## config.mk

```make
export PLATFORM = sky130hd
export DESIGN_NAME = f_fetch_unit
export DESIGN_NICKNAME = d
export VERILOG_FILES = /design/src/rtl/cpu_pkg.sv /design/src/rtl/f_hold_buf.sv /design/src/rtl/f_fetch_unit.sv
export SDC_FILE = /design/constraint.sdc
export NUM_CORES = 1
export LEC_CHECK = 0
export CAP_MARGIN = 20
export CORE_UTILIZATION = 36
export DETAILED_ROUTE_END_ITERATION = 16
export MAX_ROUTING_LAYER = met4
export PLACE_DENSITY = 0.72
export SYNTH_ARGS = -nofsm -noshare
export SYNTH_HDL_FRONTEND = slang
export SYNTH_SLANG_ARGS = --single-unit
```

## constraint.sdc

```tcl
create_clock -name clk -period 1.9 [get_ports clk]
set_clock_uncertainty 0.15 [all_clocks]
set_input_delay 0.19 -clock clk [delete_from_list [all_inputs] [get_ports clk]]
set_output_delay 0.19 -clock clk [all_outputs]
set_load 0.02 [all_outputs]
```

## src/rtl/cpu_pkg.sv

```systemverilog
// Shared CPU constants: reset PC, instruction-memory window, exception codes
// and the fetch-stage state encoding.
package cpu_pkg;

  localparam logic [31:0] PC_RESET = 32'h0000_3000;
  localparam logic [31:0] IM_LO    = 32'h0000_3000;
  localparam logic [31:0] IM_HI    = 32'h0000_6FFF;
  localparam logic [4:0]  EXC_NONE = 5'd0;
  localparam logic [4:0]  EXC_ADEL = 5'd4;

  typedef enum logic {
    S_REQ  = 1'b0,
    S_HOLD = 1'b1
  } fetch_state_e;

endpackage

```

## src/rtl/f_hold_buf.sv

```systemverilog
// Hold buffer for a fetched word (instr, PC, excCode) captured while the
// F/D register is frozen; cleared on reset so a stale word never escapes.
module f_hold_buf (
  input  logic        clk,
  input  logic        reset,
  input  logic        load_i,
  input  logic [31:0] instr_i,
  input  logic [31:0] pc_i,
  input  logic [4:0]  exc_i,
  output logic [31:0] instr_o,
  output logic [31:0] pc_o,
  output logic [4:0]  exc_o
);

  logic [31:0] instr_q;
  logic [31:0] pc_q;
  logic [4:0]  exc_q;

  always_ff @(posedge clk) begin
    if (reset) begin
      instr_q <= 32'h0;
      pc_q    <= 32'h0;
      exc_q   <= 5'd0;
    end else if (load_i) begin
      instr_q <= instr_i;
      pc_q    <= pc_i;
      exc_q   <= exc_i;
    end
  end

  assign instr_o = instr_q;
  assign pc_o    = pc_q;
  assign exc_o   = exc_q;

endmodule

```

## src/rtl/f_fetch_unit.sv

```systemverilog
// Fetch stage: F_PC, imem request/ack handshake and the F/D register.
// Define F_FETCH_EXC_EN to trap misaligned/out-of-window fetches as AdEL.
import cpu_pkg::*;

module f_fetch_unit (
  input  logic        clk,
  input  logic        reset,
  input  logic [31:0] NPC,
  input  logic        stall,
  output logic [31:0] F_PC,
  output logic        imem_req,
  output logic [31:0] imem_addr,
  input  logic        imem_ack,
  input  logic [31:0] imem_rdata,
  output logic [31:0] D_instr,
  output logic [31:0] D_PC,
  output logic        D_valid,
  output logic [4:0]  D_excCode
);

  fetch_state_e state_q;
  logic [31:0]  fPc_q;
  logic [31:0]  dInstr_q;
  logic [31:0]  dPc_q;
  logic         dValid_q;
  logic [4:0]   dExc_q;

  logic         addrBad;
  logic         fetchAck;
  logic [31:0]  fetchInstr;
  logic [4:0]   fetchExc;
  logic         holdLoad;
  logic [31:0]  holdInstr;
  logic [31:0]  holdPc;
  logic [4:0]   holdExc;

`ifdef F_FETCH_EXC_EN
  assign addrBad = (fPc_q[1:0] != 2'b00) || (fPc_q < IM_LO) || (fPc_q > IM_HI);
`else
  assign addrBad = 1'b0;
`endif

  // An illegal address never reaches memory; it completes at once as a nop.
  assign imem_req   = (state_q == S_REQ) && !addrBad;
  assign imem_addr  = fPc_q;
  assign fetchAck   = (state_q == S_REQ) && (addrBad || imem_ack);
  assign fetchInstr = addrBad ? 32'h0 : imem_rdata;
  assign fetchExc   = addrBad ? EXC_ADEL : EXC_NONE;
  assign holdLoad   = fetchAck && stall;

  f_hold_buf u_hold_buf (
    .clk     (clk),
    .reset   (reset),
    .load_i  (holdLoad),
    .instr_i (fetchInstr),
    .pc_i    (fPc_q),
    .exc_i   (fetchExc),
    .instr_o (holdInstr),
    .pc_o    (holdPc),
    .exc_o   (holdExc)
  );

  always_ff @(posedge clk) begin
    if (reset) begin
      state_q  <= S_REQ;
      fPc_q    <= PC_RESET;
      dInstr_q <= 32'h0;
      dPc_q    <= PC_RESET;
      dValid_q <= 1'b0;
      dExc_q   <= EXC_NONE;
    end else begin
      case (state_q)
        S_REQ: begin
          if (fetchAck && !stall) begin
            dInstr_q <= fetchInstr;
            dPc_q    <= fPc_q;
            dValid_q <= 1'b1;
            dExc_q   <= fetchExc;
            fPc_q    <= NPC;
          end else if (fetchAck) begin
            state_q <= S_HOLD;
          end else if (!stall) begin
            dValid_q <= 1'b0;
          end
        end
        S_HOLD: begin
          if (!stall) begin
            dInstr_q <= holdInstr;
            dPc_q    <= holdPc;
            dValid_q <= 1'b1;
            dExc_q   <= holdExc;
            fPc_q    <= NPC;
            state_q  <= S_REQ;
          end
        end
        default: state_q <= S_REQ;
      endcase
    end
  end

  assign F_PC      = fPc_q;
  assign D_instr   = dInstr_q;
  assign D_PC      = dPc_q;
  assign D_valid   = dValid_q;
  assign D_excCode = dExc_q;

endmodule

```

=== After elaboration in Yosys (flattened, before gate mapping) ===
Cells that the tools add are included.

* Eq/ne operators: 4
* Multiplexer cells: 21
* Bitwise operators: 1
* Reduce and logical (&&, ||, !) cells: 6

{| class="wikitable"
|+ Operator list
! kind !! number
|-
| $mux W32 || 6
|-
| $pmux W32 S2 || 3
|-
| $mux W5 || 2
|-
| $pmux W5 S2 || 1
|-
| $mux W1 || 7
|-
| $ne A3 B2 Y1 const B || 2
|-
| $pmux W1 S2 || 2
|-
| $logic_and A1 B1 Y1 || 3
|-
| $reduce_and A3 Y1 || 1
|-
| $ne A2 B1 Y1 const B || 1
|-
| $ne A2 B2 Y1 const B || 1
|-
| $reduce_and A2 Y1 || 1
|-
| $logic_not A1 Y1 || 1
|-
| $not A1 Y1 || 1
|}

* Register bits after elaboration: 167
* Input bits: 68
* Output and inout bits: 135
* Logic and storage cells: 40

=== Depth between registers and ports, before layout ===
* Word-level depth: 5
* Gate-level depth with buffers: 6
* Gate-level depth less buffers: 3

=== Cells and area by module ===
A second synthesis with hierarchy kept.

* Cells, all modules: 638
* Area total of the unflattened synthesis: 6985.4 um^2

{| class="wikitable"
|+ By module, submodules not included
! module !! instances !! cells each !! area each (um^2) !! seq. area each (um^2)
|-
| f_fetch_unit || 1 || 415 || 4545.6 || 2062.0
|-
| f_hold_buf || 1 || 223 || 2439.8 || 1381.3
|}

=== Least setup slack after synthesis ===
No wires, ideal clock.

* Kind: reg2reg
* Start: reg state_q
* End: reg dPc_q[0], in the netlist D_PC[0]
* Library setup time: 68 ps
* Arrival time: 1179 ps
* Data required time: 1682 ps
* Slack: 503 ps
* Cell stages (with the launch flop): 7
* Path buffers: 3
* Clock period less this slack: 1397 ps
* Cells stage by stage: dfxtp_1 > buf_4 > nor2_1 > or3_1 > buf_6 > buf_6 > o2bb2ai_2

* Cells in the longest elaborated chain, start to end: 5
* Elaborated cells on any way between the ends: 7
* Classes of those cells: eq/ne: 2; mux: 1; bitwise: 1; reduce/logical: 3

{| class="wikitable"
|+ RTL lines
! what !! RTL line !! RTL
|-
| from (decl) || f_fetch_unit.sv:21 || <nowiki>fetch_state_e state_q;</nowiki>
|-
| from (signal assigned) || f_fetch_unit.sv:65 || <nowiki>state_q <= S_REQ;</nowiki>
|-
| from (signal assigned) || f_fetch_unit.sv:81 || <nowiki>state_q <= S_HOLD;</nowiki>
|-
| from (signal assigned) || f_fetch_unit.sv:93 || <nowiki>state_q <= S_REQ;</nowiki>
|-
| $not A1 Y1 || - ||
|-
| $logic_and A1 B1 Y1 || f_fetch_unit.sv:46 || <nowiki>assign fetchAck = (state_q == S_REQ) && (addrBad || imem_ack);</nowiki>
|-
| $logic_and A1 B1 Y1 || f_fetch_unit.sv:74 || <nowiki>if (fetchAck && !stall) begin</nowiki>
|-
| $ne A2 B1 Y1 (no source line) || - ||
|-
| $reduce_and A2 Y1 (no source line) || - ||
|-
| to (signal assigned) || f_fetch_unit.sv:76 || <nowiki>dPc_q <= fPc_q;</nowiki>
|-
| to (signal assigned) || f_fetch_unit.sv:89 || <nowiki>dPc_q <= holdPc;</nowiki>
|-
| to (decl) || f_fetch_unit.sv:24 || <nowiki>logic [31:0] dPc_q;</nowiki>
|}

Parallel ways exist; a longest one is shown, timed or not.
A chain may end at the register's enable or synchronous reset.

=== Worst setup path in the final report ===
* Start: reg fPc_q[28], in the netlist F_PC[28]
* End: out imem_addr[28]

{| class="wikitable"
|+ RTL lines
! what !! RTL line !! RTL
|-
| from (decl) || f_fetch_unit.sv:22 || <nowiki>logic [31:0] fPc_q;</nowiki>
|-
| from (signal assigned) || f_fetch_unit.sv:66 || <nowiki>fPc_q <= PC_RESET;</nowiki>
|-
| from (signal assigned) || f_fetch_unit.sv:79 || <nowiki>fPc_q <= NPC;</nowiki>
|-
| from (signal assigned) || f_fetch_unit.sv:92 || <nowiki>fPc_q <= NPC;</nowiki>
|-
| to (decl) || f_fetch_unit.sv:12 || <nowiki>output logic [31:0] imem_addr,</nowiki>
|}

No word-level cell between the ends.

==> results.md <==
* Slowest-stage cell, CP: clkdlybuf4s50_1
* Hold EP: D_valid
* Routed len/inst at 14.78 microns
* Clk sinks at 162
* Yosys top cell by area: dfxtp_1
* Internal power at 6.076 mW
* I/O Pins at 203
* Core Region at 17420 sq um
* Critical path arrival at 1480 ps
* Sequential share of power at 45.2%
* Yosys cell types at 24
* Max-slew violation count at 0
* Avg Inst Size Synth at 9.513 sq um
* Outcome: finished clean
* Worst slew pin tran at 560.0 ps
* Asr flop ratio synth at 0%
* Final setup fails at 0
* Comb pwr share at 13.5%
* WP data required at 1560 ps
* Post-route cell area at 9064 sq um
* Reg2reg setup slack at 250 ps
* Worst-path cell chain: clkdlybuf4s50_1
* Worst hold start: reset
* CTS tree: built
* Peak supply drop at 0.0006016 V
* Pwr Total at 8.038 mW
* Register-to-Register Path Depth at 4
* Multiplexer share of the synthesized area at 9.942%
* Fmax at 0.5494 GHz
* Power share of the clock group at 41.2%
* CP endpoint kind: output port
* CP Buf/Inv Count at 1
* Post-Layout Cell Count at 1070
* Initial antenna violation count at 0
* Simple-Gate Fraction of Synth Area at 12.22%
* Hold Fails Final Rpt at 0
* FF+latch count, synth at 162
* Share of layout cells above drive strength 1 at 9.941%
* Total leakage power at 3.130 nW
* Placed inst area at 8477 sq um
* Synth Area in Compound Gates at 18.51%
* Rows at 48
* Hold Path Cell Cnt at 3
* CTS resizes at 0
* First-pass GRT wire length at 24620 microns
* Longest Clk Path Bufs at 2
* Die Y at 136.0 microns
* Cells after synthesis at 680
* Setup TNS at 0 ps
* Die ar. at 18510 sq um
* Initial Utilization at 37.14%
* Post-DRT Antenna Nets at 0
* RR Endpoint: D_instr[2]
* Buffers added on ports at 197
* GRT Total Usage at 17.57%
* Post-CTS setup buffer count at 0
* Drt first-iter violations at 227
* Switch share at 24.41%
* Slowest stage delay, CP at 640 ps
* Ys flop type: dfxtp_1
* Post-layout util at 52.04%
* Final RePlAce weighted congestion at 0.7212
* Nets at 900
* Drt pass-1 iters at 4
* Crit path max fanout at 5
* Area Growth Syn to Fin at 40.12%
* Detailed Route WL at 15820 microns
* Largest family of logic cells by synthesized area: compound AO/OA/AOI/OAI gates
* Yosys top cell area share at 50.14%
* Vias in the first global route at 4803
* Clock transition at the registers of the reported paths at 60 ps
* Root buffer cell: clkbuf_16
* Tmin final at 1820 ps
* CP startpoint kind: flop
* Largest cells by area after synthesis: dfxtp_1 (50%), nand2_1 (11%), mux2i_1 (9.6%)
* Power Dens Cells at 886.9 nW/um^2
* Mapped Area at 6469 sq um
* Largest net degree at the start of global routing at 104
* Sw Pwr at 1.963 mW
* Final worst-path cycle share at 95.80%
* Tightest Hold Check Type: input pin to flop
* Ant diodes at 0
* Top cell family by delay on the critical path: buffers and inverters
* Max_slew headroom at 62.67%
* Kind of critical path: flop to output port
* Unrepaired setup endpoints after global routing: no
* Register area share after synthesis at 50.14%
* Via-to-Cell Ratio at 4.821
* Reg2reg start: state_q
* Via count at 5159
* Die X at 136.0 microns
* Inserted Clock Buffers at 17
* Hpwl dp at 10380 microns
* Synth Area in XOR/XNOR at 0%
* DRC violations left at 0
* Synth Warn # at 0
* Latest clock arrival within the worst-skew pair at 410 ps
* Total congestion overflow at 0
* Post-Synth Adder-Cell Area at 0%
* Filler cells at 1609
* Post-CTS Hold Fix Bufs at 0
* Total number of H-tree levels at 4
* Max-Cap Viols at 0
* Placed insts at 1038
* EDFF count, synth at 0
-- layer usage --
metal | part of all wire (%) | GRT usage (%) | up-vias
li1 | - | - | 2583
met1 | 46 | 21.91 | 2414
met2 | 46 | 28.06 | 148
met3 | 6.3 | 4.139 | 14
met4 | 1.2 | 5.247 | 0
met5 | 0 | - | -
-- cell type report --
type                            count  area (sq um)  area share (%)
Sequential cell                   162          3247           35.82
Timing Repair Buffer              219          2287           25.23
Inverter                            1         3.754         0.04141
Multi-Input combinational cell    431          2660           29.35
Tap cell                          225         281.5           3.106
Clock inverter                      8         72.57          0.8007
Clock buffer                       24         511.7           5.646
-- registers in the layout, summed over array words and instances, names as in the netlist --
signal and cells:
D_PC 32, D_valid 1, u_hold_buf.instr_o 32, state_q 1
u_hold_buf.pc_o 32, D_instr 32, F_PC 32
-- worst max-delay path by stage --
stage	startpoint	endpoint	slack, ps	depth (start not counted)
final	F_PC[28]	imem_addr[28]	80	1
after CTS	F_PC[28]	F_PC[28]	30	1
after floorplan	state_q	D_PC[0]	500	6
after global routing	F_PC[12]	imem_addr[12]	8	1
after detailed placement	imem_ack	D_instr[2]	-70	5
after global placement	imem_ack	D_PC[13]	-30	5
-- power groups by stage --
stage / clock (mW) / sequential, mW / combinational [mW]
3_3_place_gp: 0 / 3.71 / 1.09
4_1_cts: 3.41 / 3.64 / 1.10
6_report: 3.31 / 3.64 / 1.09
3_5_place_dp: 0 / 3.71 / 1.10
2_1_floorplan: 0 / 3.80 / 0.512
5_1_grt: 3.53 / 3.65 / 1.17
-- synthesized netlist by cell type (2+ instances only) --
master / n
nand2_1: 189
dfxtp_1: 162
a21oi_1: 95
mux2i_1: 62
buf_4: 42
o2bb2ai_1: 40
buf_2: 31
o2bb2ai_2: 22
buf_6: 7
clkbuf_1: 7
nor3_1: 4
buf_1: 3
nor2_1: 3
mux2_2: 2
o32a_1: 2
-- cell families after synthesis --
logic type             after synthesis
AND/OR/NAND/NOR                    201
other                                1
flip-flops                         162
multiplexers                        64
AO/OA/AOI/OAI                      161
buffers and inverters               91
-- layout by cell type (no fill, tap or decap), types with 2 or more instances in the layout --
cell type and count:
dfxtp_1 161, buf_12 12, conb_1 5, o32a_1 2, o2bb2ai_2 22, clkdlybuf4s50_1 195, mux2_2 2, clkinv_2 4
nor3_1 4, o2bb2ai_1 40, clkbuf_16 17, mux2i_1 62, buf_4 11, clkbuf_8 6, nand2_1 189, a21oi_1 95
nor2_1 3
-- metrics by stage --
| stage | setup slack, ps | hold slack, ps |
|---|---|---|
| after floorplan | 502.6 | 167.2 |
| after global placement | -25.70 | 289.3 |
| after detailed placement | -68.86 | 296.5 |
| after CTS | 33.87 | 155.5 |
| after global routing | 7.995 | 170.6 |
| final | 79.85 | 157.8 |
(Power assumes the default switching activity.)
